==> src/rtl/lsu_buffered.sv <==
// Load/store unit: issues local DMEM accesses combinationally and queues remote
// requests in a credit-gated FIFO; also tracks LR reservations and exceptions.
module lsu_buffered #(
    parameter int unsigned data_width_p      = 32,
    parameter int unsigned dmem_size_p       = 1024,
    parameter int unsigned fifo_els_p        = 4,
    parameter int unsigned max_out_credits_p = 16,
    parameter int unsigned low_dmem_limit_p  = 'h400,
    parameter int unsigned high_dmem_base_p  = 'h3F400
) (
    input  logic                                   clk_i,
    input  logic                                   reset_i,
    input  logic                                   v_i,
    input  logic                                   is_load_i,
    input  logic                                   is_store_i,
    input  logic                                   is_amo_i,
    input  logic                                   is_lr_i,
    input  logic [1:0]                             size_i,
    input  logic [data_width_p-1:0]                rs1_i,
    input  logic [data_width_p-1:0]                rs2_i,
    input  logic [data_width_p-1:0]                offset_i,
    input  logic [4:0]                             rd_i,
    output logic                                   ready_o,
    output logic                                   dmem_v_o,
    output logic                                   dmem_w_o,
    output logic [$clog2(dmem_size_p)-1:0]         dmem_addr_o,
    output logic [data_width_p-1:0]                dmem_data_o,
    output logic [data_width_p/8-1:0]              dmem_mask_o,
    output logic                                   remote_req_v_o,
    input  logic                                   remote_req_yumi_i,
    output logic [data_width_p-1:0]                remote_req_addr_o,
    output logic [data_width_p-1:0]                remote_req_data_o,
    output logic [data_width_p/8-1:0]              remote_req_mask_o,
    output logic                                   remote_req_write_o,
    output logic                                   remote_req_amo_o,
    output logic [4:0]                             remote_req_reg_id_o,
    input  logic                                   credit_return_i,
    input  logic                                   clear_reservation_i,
    output logic                                   reservation_v_o,
    output logic [$clog2(dmem_size_p)-1:0]         reservation_addr_o,
    output logic                                   exception_v_o,
    output logic [1:0]                             exception_cause_o,
    output logic [$clog2(max_out_credits_p+1)-1:0] out_credits_o,
    output logic                                   fence_busy_o
);
    localparam int unsigned dmem_addr_w_lp = $clog2(dmem_size_p);
    localparam int unsigned mask_w_lp      = data_width_p / 8;
    localparam int unsigned credit_w_lp    = $clog2(max_out_credits_p + 1);
    localparam int unsigned ptr_w_lp       = (fifo_els_p > 1) ? $clog2(fifo_els_p) : 1;
    localparam int unsigned cnt_w_lp       = $clog2(fifo_els_p + 1);

    localparam logic [data_width_p-1:0] low_lim_lp   = data_width_p'(low_dmem_limit_p);
    localparam logic [data_width_p-1:0] high_base_lp = data_width_p'(high_dmem_base_p);
    localparam logic [data_width_p-1:0] high_top_lp  = data_width_p'(32'h3FFFF);
    localparam logic [credit_w_lp-1:0]  max_cred_lp  = credit_w_lp'(max_out_credits_p);
    localparam logic [cnt_w_lp-1:0]     fifo_els_lp  = cnt_w_lp'(fifo_els_p);

    typedef struct packed {
        logic [data_width_p-1:0] addr;
        logic [data_width_p-1:0] data;
        logic [mask_w_lp-1:0]    mask;
        logic                    write;
        logic                    amo;
        logic [4:0]              reg_id;
    } req_t;

    req_t                      mem_q [fifo_els_p];
    req_t                      mem_d [fifo_els_p];
    logic [ptr_w_lp-1:0]       wr_ptr_q, wr_ptr_d, rd_ptr_q, rd_ptr_d;
    logic [cnt_w_lp-1:0]       cnt_q, cnt_d;
    logic [credit_w_lp-1:0]    credits_q, credits_d;
    logic                      res_v_q, res_v_d;
    logic [dmem_addr_w_lp-1:0] res_addr_q, res_addr_d;
    logic                      exc_v_q, exc_v_d;
    logic [1:0]                exc_cause_q, exc_cause_d;

    logic [data_width_p-1:0]   addr;
    logic [data_width_p-1:0]   st_data;
    logic [mask_w_lp-1:0]      st_mask;
    logic                      is_local, misaligned, need_enq, can_enq, enq, deq, accept, exc_hit;
    logic [1:0]                exc_cause;
    req_t                      new_req;

    function automatic logic [ptr_w_lp-1:0] ptr_inc(input logic [ptr_w_lp-1:0] p);
        return (p == ptr_w_lp'(fifo_els_p - 1)) ? '0 : p + 1'b1;
    endfunction

    always_comb begin
        addr       = rs1_i + offset_i;
        is_local   = (addr < low_lim_lp) || ((addr >= high_base_lp) && (addr <= high_top_lp));
        misaligned = ((size_i == 2'd1) && addr[0]) || (size_i[1] && (addr[1:0] != 2'b00));
        st_data    = rs2_i;
        st_mask    = '1;
        if (size_i == 2'd0) begin
            for (int i = 0; i < int'(mask_w_lp); i++) st_data[8*i +: 8] = rs2_i[7:0];
            st_mask = mask_w_lp'(1) << addr[1:0];
        end else if (size_i == 2'd1) begin
            for (int i = 0; i < int'(mask_w_lp); i++)
                st_data[8*i +: 8] = (i % 2 == 1) ? rs2_i[15:8] : rs2_i[7:0];
            st_mask = mask_w_lp'(3) << {addr[1], 1'b0};
        end
    end

    // Handshake: an op is taken when v_i & ready_o; ready_o drops only for a
    // remote load/store/amo that finds the FIFO full (no same-cycle pop) or no credits.
    always_comb begin
        need_enq  = v_i && !is_local && !misaligned && (is_load_i || is_store_i || is_amo_i);
        can_enq   = ((cnt_q != fifo_els_lp) || remote_req_yumi_i) && (credits_q != '0);
        ready_o   = !need_enq || can_enq;
        enq       = need_enq && can_enq;
        deq       = remote_req_yumi_i && (cnt_q != '0);
        accept    = v_i && ready_o;
        exc_hit   = accept && (misaligned || (is_local && is_amo_i) || (!is_local && is_lr_i));
        exc_cause = misaligned ? 2'd1 : (is_amo_i ? 2'd2 : 2'd3);
        new_req   = '{addr: addr, data: st_data, mask: st_mask, write: is_store_i,
                      amo: is_amo_i, reg_id: rd_i};
    end

    always_comb begin
        mem_d    = mem_q;
        wr_ptr_d = wr_ptr_q;
        rd_ptr_d = rd_ptr_q;
        cnt_d    = cnt_q;
        if (enq) begin
            mem_d[wr_ptr_q] = new_req;
            wr_ptr_d        = ptr_inc(wr_ptr_q);
        end
        if (deq) rd_ptr_d = ptr_inc(rd_ptr_q);
        case ({enq, deq})
            2'b10:   cnt_d = cnt_q + 1'b1;
            2'b01:   cnt_d = cnt_q - 1'b1;
            default: cnt_d = cnt_q;
        endcase
        case ({enq, credit_return_i})
            2'b10:   credits_d = credits_q - 1'b1;
            2'b01:   credits_d = credits_q + 1'b1;
            default: credits_d = credits_q;
        endcase
        exc_v_d     = exc_hit;
        exc_cause_d = exc_hit ? exc_cause : 2'd0;
        res_v_d     = res_v_q;
        res_addr_d  = res_addr_q;
        // A new LR takes priority over any same-cycle kill.
        if (v_i && is_lr_i && is_local && !misaligned) begin
            res_v_d    = 1'b1;
            res_addr_d = dmem_addr_o;
        end else if (clear_reservation_i ||
                     (v_i && is_store_i && is_local && !misaligned && res_v_q &&
                      (dmem_addr_o == res_addr_q))) begin
            res_v_d = 1'b0;
        end
    end

    always_ff @(posedge clk_i or posedge reset_i) begin
        if (reset_i) begin
            for (int i = 0; i < int'(fifo_els_p); i++) mem_q[i] <= '0;
            wr_ptr_q    <= '0;
            rd_ptr_q    <= '0;
            cnt_q       <= '0;
            credits_q   <= max_cred_lp;
            res_v_q     <= 1'b0;
            res_addr_q  <= '0;
            exc_v_q     <= 1'b0;
            exc_cause_q <= 2'd0;
        end else begin
            mem_q       <= mem_d;
            wr_ptr_q    <= wr_ptr_d;
            rd_ptr_q    <= rd_ptr_d;
            cnt_q       <= cnt_d;
            credits_q   <= credits_d;
            res_v_q     <= res_v_d;
            res_addr_q  <= res_addr_d;
            exc_v_q     <= exc_v_d;
            exc_cause_q <= exc_cause_d;
        end
    end

    assign dmem_v_o            = v_i && is_local && (is_load_i || is_store_i || is_lr_i) && !misaligned;
    assign dmem_w_o            = is_store_i;
    assign dmem_addr_o         = addr[2 +: dmem_addr_w_lp];
    assign dmem_data_o         = st_data;
    assign dmem_mask_o         = st_mask;
    assign remote_req_v_o      = (cnt_q != '0);
    assign remote_req_addr_o   = mem_q[rd_ptr_q].addr;
    assign remote_req_data_o   = mem_q[rd_ptr_q].data;
    assign remote_req_mask_o   = mem_q[rd_ptr_q].mask;
    assign remote_req_write_o  = mem_q[rd_ptr_q].write;
    assign remote_req_amo_o    = mem_q[rd_ptr_q].amo;
    assign remote_req_reg_id_o = mem_q[rd_ptr_q].reg_id;
    assign reservation_v_o     = res_v_q;
    assign reservation_addr_o  = res_addr_q;
    assign exception_v_o       = exc_v_q;
    assign exception_cause_o   = exc_cause_q;
    assign out_credits_o       = credits_q;
    assign fence_busy_o        = (credits_q != max_cred_lp) || (cnt_q != '0);

    a_no_yumi_empty: assert property (@(posedge clk_i) disable iff (reset_i)
        !(remote_req_yumi_i && (cnt_q == '0)));
    a_no_return_at_max: assert property (@(posedge clk_i) disable iff (reset_i)
        !(credit_return_i && (credits_q == max_cred_lp)));
    a_no_enq_at_zero: assert property (@(posedge clk_i) disable iff (reset_i)
        !(enq && (credits_q == '0)));
endmodule

==> config.mk <==
export PLATFORM = sky130hd
export DESIGN_NAME = lsu_buffered
export DESIGN_NICKNAME = d
export VERILOG_FILES = /design/src/rtl/lsu_buffered.sv
export SDC_FILE = /design/constraint.sdc
export NUM_CORES = 1
export LEC_CHECK = 0
export ABC_AREA = 1
export BUFFER_PORTS_ARGS = -buffer_cell sky130_fd_sc_hd__buf_2
export CORE_ASPECT_RATIO = 0.7
export CORE_MARGIN = 10
export CORE_UTILIZATION = 57
export DETAILED_ROUTE_END_ITERATION = 7
export MAX_ROUTING_LAYER = met4
export PLACE_DENSITY = 0.82
export REMOVE_ABC_BUFFERS = 1
export SLEW_MARGIN = 20
export SYNTH_ARGS = -nofsm -noshare
export SYNTH_HDL_FRONTEND = slang
export SYNTH_SLANG_ARGS = --single-unit
==> constraint.sdc <==
create_clock -name clk_i -period 25.4 [get_ports clk_i]
set_clock_uncertainty 0.05 [all_clocks]
set_input_delay 5.08 -clock clk_i [delete_from_list [all_inputs] [get_ports clk_i]]
set_output_delay 5.08 -clock clk_i [all_outputs]
set_load 0.1 [all_outputs]
==> results of run 1 <==
critical path: cells and delay by family:
kind | cells | cell delay [ns]
AOI/OAI and AO/OA | 1 | 0.21
buffers and inverters | 3 | 0.60
adders and majority gates | 1 | 0.36
and+or+nand+nor | 11 | 2.86
worst max path at each step:
| stage | cells after the start | startpoint | to | slack [ns] |
|---|---|---|---|---|
| 2_1_floorplan | 1 | reset_i | cnt_q[0] | 11.25 |
| 3_3_place_gp | 16 | rs1_i[20] | dmem_v_o | 11.39 |
| 3_5_place_dp | 16 | rs1_i[17] | dmem_v_o | 11.39 |
| 4_1_cts | 16 | rs1_i[17] | dmem_v_o | 11.38 |
| 5_1_grt | 16 | rs1_i[20] | dmem_v_o | 11.03 |
| 6_report | 16 | rs1_i[17] | dmem_v_o | 11.14 |
metal layers:
layer  up-vias  share of wire, %  global-route usage (%)
li1       8482                 -                       -
met1      8540                43                    41.0
met2       938                45                    43.9
met3       110                10                    5.27
met4         0               2.2                    6.73
met5         -                 0                       -
cell type report:
type	count	area, um2
tap	420	526
clock inverter	5	78.8
fill	2794	10900
multi-input combinational	1853	8510
antenna	1	2.50
timing repair buffer	275	1430
clock buffer	48	910
sequential	326	8160
inverter	235	897
flip-flops by register name, indices dropped and copies added, names as in the netlist:
register,count
reservation_v_o,1
cnt_q,3
exception_cause_o,2
mem_q,300
wr_ptr_q,2
rd_ptr_q,2
out_credits_o,5
exception_v_o,1
reservation_addr_o,10
metrics by stage:
stage	hold slack [ns]	setup WS [ns]	instances	cell area, um2
3_3_place_gp	0.407	11.39	3109	19500
4_1_cts	0.428	11.38	3162	20500
3_5_place_dp	0.414	11.39	3109	19500
2_1_floorplan	0.395	11.25	2414	17500
5_1_grt	0.457	11.03	3162	20500
6_report	0.427	11.14	3163	20500
cells by family (layout without fill, tap and decap cells):
group | Yosys count | after routing | share of synthesized area (%)
simple gates | 1150 | 1150 | 24.5
compound gates | 635 | 635 | 17.5
buf+inv | 398 | 563 | 9.14
flops | 326 | 326 | 44.5
fa+ha+maj | 44 | 44 | 3.13
xor+xnor | 24 | 24 | 1.19
other cells | 0 | 1 | 0
cells in the final DEF (no fill, tap or decap), types with 3 or more instances in the layout:
cell type	count
xor2_1	15
inv_1	221
nor2_4	4
and2_1	3
fa_1	3
dfrtp_1	324
o21ai_0	403
buf_4	17
a21o_1	3
nand3_1	51
nor3_1	6
or2_2	3
clkinv_1	3
o22ai_1	8
xnor2_1	8
nand4_1	7
clkbuf_1	10
o21ai_1	129
clkbuf_8	7
nor2_1	153
ha_1	41
buf_2	257
nor2_2	4
inv_2	8
clkbuf_16	31
a21oi_1	88
nand2_1	911
==> metrics.txt, run 1 <==
Antenna Violating Nets Remaining 0; status finished, final reports clean; Synth area leaders dfrtp_1 44%, nand2_1 19%, o21ai_0 11%; total of max-cap violations 0; global-route wire length before repair 92,300 um; Setup TNS 0 ns; Crit Path Category input port to output pin; Worst-Skew Late Latency 0.57 ns; # resized after CTS 0; Placer Congestion 1.03; CTS tree done; Setup Viol. Count Final 0; most common cell in the netlist nand2_1; Worst Hold Path EP mem_q[56]; final core occ 65.3%; starting density of the core 58.3%; drt wl/cell 18.5 um; hold path cells 2; Die ar. 39,800 um2; synth unique cells 39; crit-path cells buf_2, ha_1, nand2_1, inv_1, nand2_1, nor3_1, nand3_1, nand4_1, nand2_1, nor2_1, nand2_1, nor2_1, nand3_4, nor3_2, o21a_1, buf_2; Port Buffer Count 257; Synth Warn # 0; setup repair bufs after CTS 0; Worst-path clk slew 0.06 ns; Iter 0 DRT Violations 1,933; root buffer selected by CTS clkbuf_16; Post-synth EDFFs 0; RR Endpoint mem_q[205]; Syn Std Cell Area 18,300 um2; most used cell, CP nand2_1; vias in the first global route 17.0k; Net count, final 2,879; FMAX 70.1 MHz; largest net degree at the start of global routing 125; Hold Crit Class register to register; hold path startpoint mem_q[56]; sequential fraction of the synthesis area 44.5%; worst stage delay on the critical path 0.59 ns; asr flop ratio synth 100%; reg2reg path depth 9; flops & latches, synth 326; CTS max path bufs 3; Commonest cells post-synth 911 x nand2_1, 403 x o21ai_0, 325 x dfrtp_1; Boundary Pins 258; ratio of cells with drive above 1 in the final layout 12.7%; CP arrival 9.13 ns; total routed wirelength 58,500 um; vias per cell 5.71; Core Area 31,400 um2; Reg2Reg Launch Point out_credits_o[0]; drt drc 0; number of antenna violations at the first check in global routing 0; Final Hold Vio Count 0; First-pass DRT Iterations 6; Crit-path slowest cell nor3_1; area delta synth->final 11.9%; max_slew headroom 20.1%; dpl hpwl 37,500 um; critical path endpoint category output pin; syn_area_per_cell 7.11 um2; R2R Setup Slk 20.67 ns; total track usage 29.4%; CP required 20.27 ns; CTS Buf Count 31; grt total ovfl 0; unrepaired setup endpoints after global routing no; vias 18.1k; leading area contributor after synthesis dfrtp_1; Max Slew Vio Count 0; ys flop type dfrtp_1; H-tree depth 1; Core Rows 54; Yosys top cell area share 44.4%; Post-Syn Instances 2,577; startpoint types input port; CP Max Fanout 12; die height 170 um; Min Clock Period, post-route 14.26 ns; Tightest Pin Transition 1.20 ns; hold_buf cts 0; final worst path period share 56.1%; clk sinks 326; Die Width 234 um
Power of run 1 is left out: the tool's default activity adds up to more than one toggle a clock period on the data nets, which glitch-free logic cannot reach.
==> run 2: changes to the inputs <==
- CORE_UTILIZATION: 57 -> 53
- PLACE_DENSITY: 0.82 -> 0.81
- clock period: 25.4 -> 11.9 ns (I/O delays scaled with it)
==> run 2 against run 1 <==
Global-route usage is 1.8 points lower. Non-clock buffer count unchanged. Die area increased by 6.8%. Clock-buffer cell count fell by 1. Final area increased by 0.29%. Wire length down 0.70%. Utilization decreased by 4.4 points. First-iteration DRC count increased by 1.9%. Setup slack lost 8.0 ns.
==> metrics.txt, run 2 (synthesis results as in run 1) <==
worst stage delay on the critical path 0.60 ns; First-pass DRT Iterations 5; GR Util met3 5.65%; # resized after CTS 0; area delta synth->final 12.2%; FMAX 114 MHz; vias per cell 5.56; Boundary Pins 258; met1 usage 37.3%; minimum hold slack 0.426 ns; CP Max Fanout 12; unrepaired setup endpoints after global routing no; most frequent cells in the layout 911 x nand2_1, 403 x o21ai_0, 324 x dfrtp_1, 257 x buf_2, 221 x inv_1; max_slew headroom 23.5%; Worst-Skew Late Latency 0.57 ns; Core Rows 56; Worst-path clk slew 0.06 ns; crit-path cells buf_2, ha_1, nand2_1, inv_1, nand2_1, nor3_1, nand3_1, nand4_1, nand2_1, nor2_1, nand2_1, nor2_1, nand3_4, nor3_2, o21a_1, buf_2; drt wl/cell 18.1 um; CTS Buf Count 30; most used cell, CP nand2_1; CTS max path bufs 3; Die ar. 42,500 um2; drt drc 0; vias in the first global route 17.2k; Net count, final 2,878; startpoint types input port; Core Area 33,800 um2; CP top delay family simple AND/OR/NAND/NOR gates; CTS tree done; total track usage 27.6%; Max Slew Vio Count 0; final worst path period share 74.0%; Largest register FFs 300; total of max-cap violations 0; Hold Crit Class register to register; global-route wire length before repair 94,000 um; Setup Viol. Count Final 0; # fillers 3,056; Final Hold Vio Count 0; Iter 0 DRT Violations 1,969; dpl hpwl 37,600 um; Setup TNS 0 ns; commonest non-fill, non-tap cell in the layout nand2_1; starting density of the core 54.3%; grt total ovfl 0; Die Width 242 um; WP buf/inv 3; Crit-path slowest cell nor3_2; met2 Usage GRT 41.7%; CP arrival 6.37 ns; critical path endpoint category output pin; number of antenna violations at the first check in global routing 2; largest net degree at the start of global routing 122; GR peak layer met2; die height 176 um; WP depth 16; Antenna Violating Nets Remaining 0; Tightest Pin Transition 1.14 ns; total routed wirelength 58,000 um; root buffer selected by CTS clkbuf_16; clk sinks 326; setup repair bufs after CTS 0; hold_buf cts 0; status finished, final reports clean; vias 17.9k; ratio of cells with drive above 1 in the final layout 12.9%; largest reg by FF count mem_q; CP required 9.47 ns; H-tree depth 1; Min Clock Period, post-route 8.80 ns; Crit Path Category input port to output pin; hold path cells 2; reg2reg path depth 12; Port Buffer Count 257; Placer Congestion 1.01
==> run 2: cell count changes in the layout (fill, tap and decap cells not counted), sizes merged <==
cell,before,now
clkinvlp,0,1
clkinv,5,9
bufinv,2,1
inv,233,232
clkbuf,48,47
diode,1,2
==> run 2: layout make-up <==
class	instances	area [um2]	area share (%)
antenna	2	5.00	0.0243
inverter	235	897	4.36
clock buffer	47	926	4.50
multi-input combinational	1853	8510	41.4
tap	464	581	2.82
clock inverter	8	67.6	0.328
timing repair buffer	275	1420	6.91
sequential	326	8160	39.7
==> run 2: tightest hold or removal path: stages, from the launching register on <==
cell,delay (ns)
dfrtp_1,0.34
o21ai_1,0.06
nand2_1,0.05
==> run 2: layer usage <==
| metal | share of wire, % | wire length [um] |
|---|---|---|
| met1 | 43 | 24700 |
| met2 | 45 | 25800 |
| met3 | 10 | 5860 |
| met4 | 2.7 | 1590 |
| met5 | 0 | 0 |
==> run 2: worst paths after layout <==
| check | startpoint | slack, ns | end |
|---|---|---|---|
| max in group asynchronous | reset_i | 7.41 | rd_ptr_q[0] |
| hold / removal | mem_q[190] | 0.43 | mem_q[190] |
| min in group asynchronous | reset_i | 1.95 | mem_q[53] |
| setup reg to reg | out_credits_o[0] | 7.22 | cnt_q[2] |
| hold reg to reg | mem_q[190] | 0.43 | mem_q[190] |
| setup / recovery | rs1_i[18] | 3.10 | dmem_v_o |
==> run 2: metrics by stage <==
stage	cell area, um2	cells	utilization [%]	setup slack, ns
CTS	20600	3208	60.9	3.32
finish	20600	3210	60.9	3.10
global route	20600	3210	60.9	2.94
detailed placement	19600	3153	57.9	3.33
global placement	19600	3153	57.9	3.30
floorplan	17500	2414	-	0.445
Power of run 2 is left out for the same reason.
==> run 3: changes to the inputs <==
- CORE_UTILIZATION: 53 -> 57
- PLACE_DENSITY: 0.81 -> 0.82
- clock period: 11.9 -> 8.6 ns (I/O delays scaled with it)
==> run 3 against run 2 <==
Final area about the same. Die area down 6.3%. Flip-flop and latch count unchanged. Setup slack got worse by 1.5 ns. Utilization increased by 4.6 points. Cell count down 1.3%. Hold slack got worse by 0.00054 ns. Clock-buffer cell count shrank 6. Largest cell class unchanged. Via count up 0.12%. First-iteration DRC count is 11% lower. Non-clock buffer count grew 3.
==> metrics.txt, run 3 (synthesis results as in run 1) <==
die height 170 um; total track usage 28.8%; commonest non-fill, non-tap cell in the layout nand2_1; Final Hold Vio Count 0; area delta synth->final 12.3%; area occupied by multi-input gates 8510 um2; number of antenna violations at the first check in global routing 0; unrepaired setup endpoints after global routing no; startpoint types input port; Reg area 8160 um2; Hold Crit Class register to register; # fillers 2,723; ratio of cells with drive above 1 in the final layout 13.1%; Net count, final 2,882; Placement Setup Slack 1.79 ns; vias per cell 5.64; Core Area 31,400 um2; dpl hpwl 37,300 um; global-route wire length before repair 91,300 um; Crit Path Category input port to output pin; Min Clock Period, post-route 6.97 ns; RR Endpoint out_credits_o[4]; CTS Buf Count 31; Iter 0 DRT Violations 1,750; Port Buffer Count 257; most frequent cells in the layout 911 x nand2_1, 403 x o21ai_0, 324 x dfrtp_1, 257 x buf_2, 221 x inv_1; hold_buf cts 0; CP Max Fanout 12; CP required 6.83 ns; CP arrival 5.20 ns; Antenna Violating Nets Remaining 0; Reg2Reg Launch Point out_credits_o[0]; # resized after CTS 0; CP Capture Point dmem_v_o; Boundary Pins 258; drt drc 0; First-pass DRT Iterations 5; hold path startpoint mem_q[62]; CTS max path bufs 3; max_slew headroom 22.0%; FMAX 144 MHz; Worst Setup SP rs1_i[20]; critical path endpoint category output pin; vias in the first global route 17.0k; Die ar. 39,800 um2; starting density of the core 58.3%; final worst slack 1.63 ns; final worst path period share 81.0%; setup repair bufs after CTS 0; largest net degree at the start of global routing 140; total of max-cap violations 0; Max Slew Vio Count 0; Worst-Skew Late Latency 0.57 ns; root buffer selected by CTS clkbuf_16; Tightest Pin Transition 1.17 ns; # diodes 0; status finished, final reports clean; H-tree depth 1; Die Width 234 um; drt wl/cell 18.2 um; Placer Congestion 1.00; Core Rows 54; grt total ovfl 0; R2R Setup Slk 4.39 ns; largest reg by FF count mem_q; vias 17.9k; Setup Viol. Count Final 0; Largest register FFs 300; clk sinks 326; Worst-path clk slew 0.06 ns; total routed wirelength 57,700 um; CTS tree done; reg2reg path depth 13
## run 3: area by class of cell
| class | count | share of cell area, % |
|---|---|---|
| multi-input cells | 1853 | 41.3 |
| clock inverters | 15 | 0.717 |
| repair buffers | 278 | 7.09 |
| inverters | 235 | 4.36 |
| clock buffers | 41 | 4.29 |
| flip-flops and latches | 326 | 39.7 |
| well taps | 420 | 2.55 |
## run 3: worst max-delay path, stage by stage
cell,delay (ns)
buf_2,0.10
ha_1,0.37
nand2_1,0.11
inv_1,0.08
nand2_1,0.15
nor3_1,0.52
nand3_1,0.29
nand4_1,0.16
nand2_1,0.16
nor2_1,0.13
nand2_1,0.05
nor2_1,0.28
nand3_4,0.17
nor3_2,0.13
buf_4,0.20
o21a_1,0.14
buf_2,0.42
## run 3: layer usage
metal / GRT usage, % / vias up / routed length (um)
li1: - / 8471 / -
met1: 39.9 / 8489 / 25000
met2: 42.4 / 813 / 25600
met3: 6.01 / 104 / 5580
met4: 7.56 / 0 / 1460
met5: - / - / 0
## run 3: worst min path at each step
stage | to | slack (ns) | cells after the start
2_1_floorplan | mem_q[55] | 0.40 | 2
3_3_place_gp | mem_q[196] | 0.41 | 2
3_5_place_dp | mem_q[67] | 0.41 | 2
4_1_cts | mem_q[67] | 0.43 | 2
5_1_grt | mem_q[294] | 0.45 | 2
6_report | mem_q[62] | 0.43 | 2
## run 3: through the flow
step	cell area [um2]	TNS, ns	hold slack, ns	std cells	util, %
finish	20600	0	0.426	3168	65.5
global route	20600	0	0.453	3168	65.5
CTS	20600	0	0.427	3168	65.5
detailed placement	19600	0	0.413	3112	62.2
global placement	19600	0	0.407	3112	62.2
floorplan	17500	-713.29	0.395	2414	-
Power of run 3 is left out for the same reason.
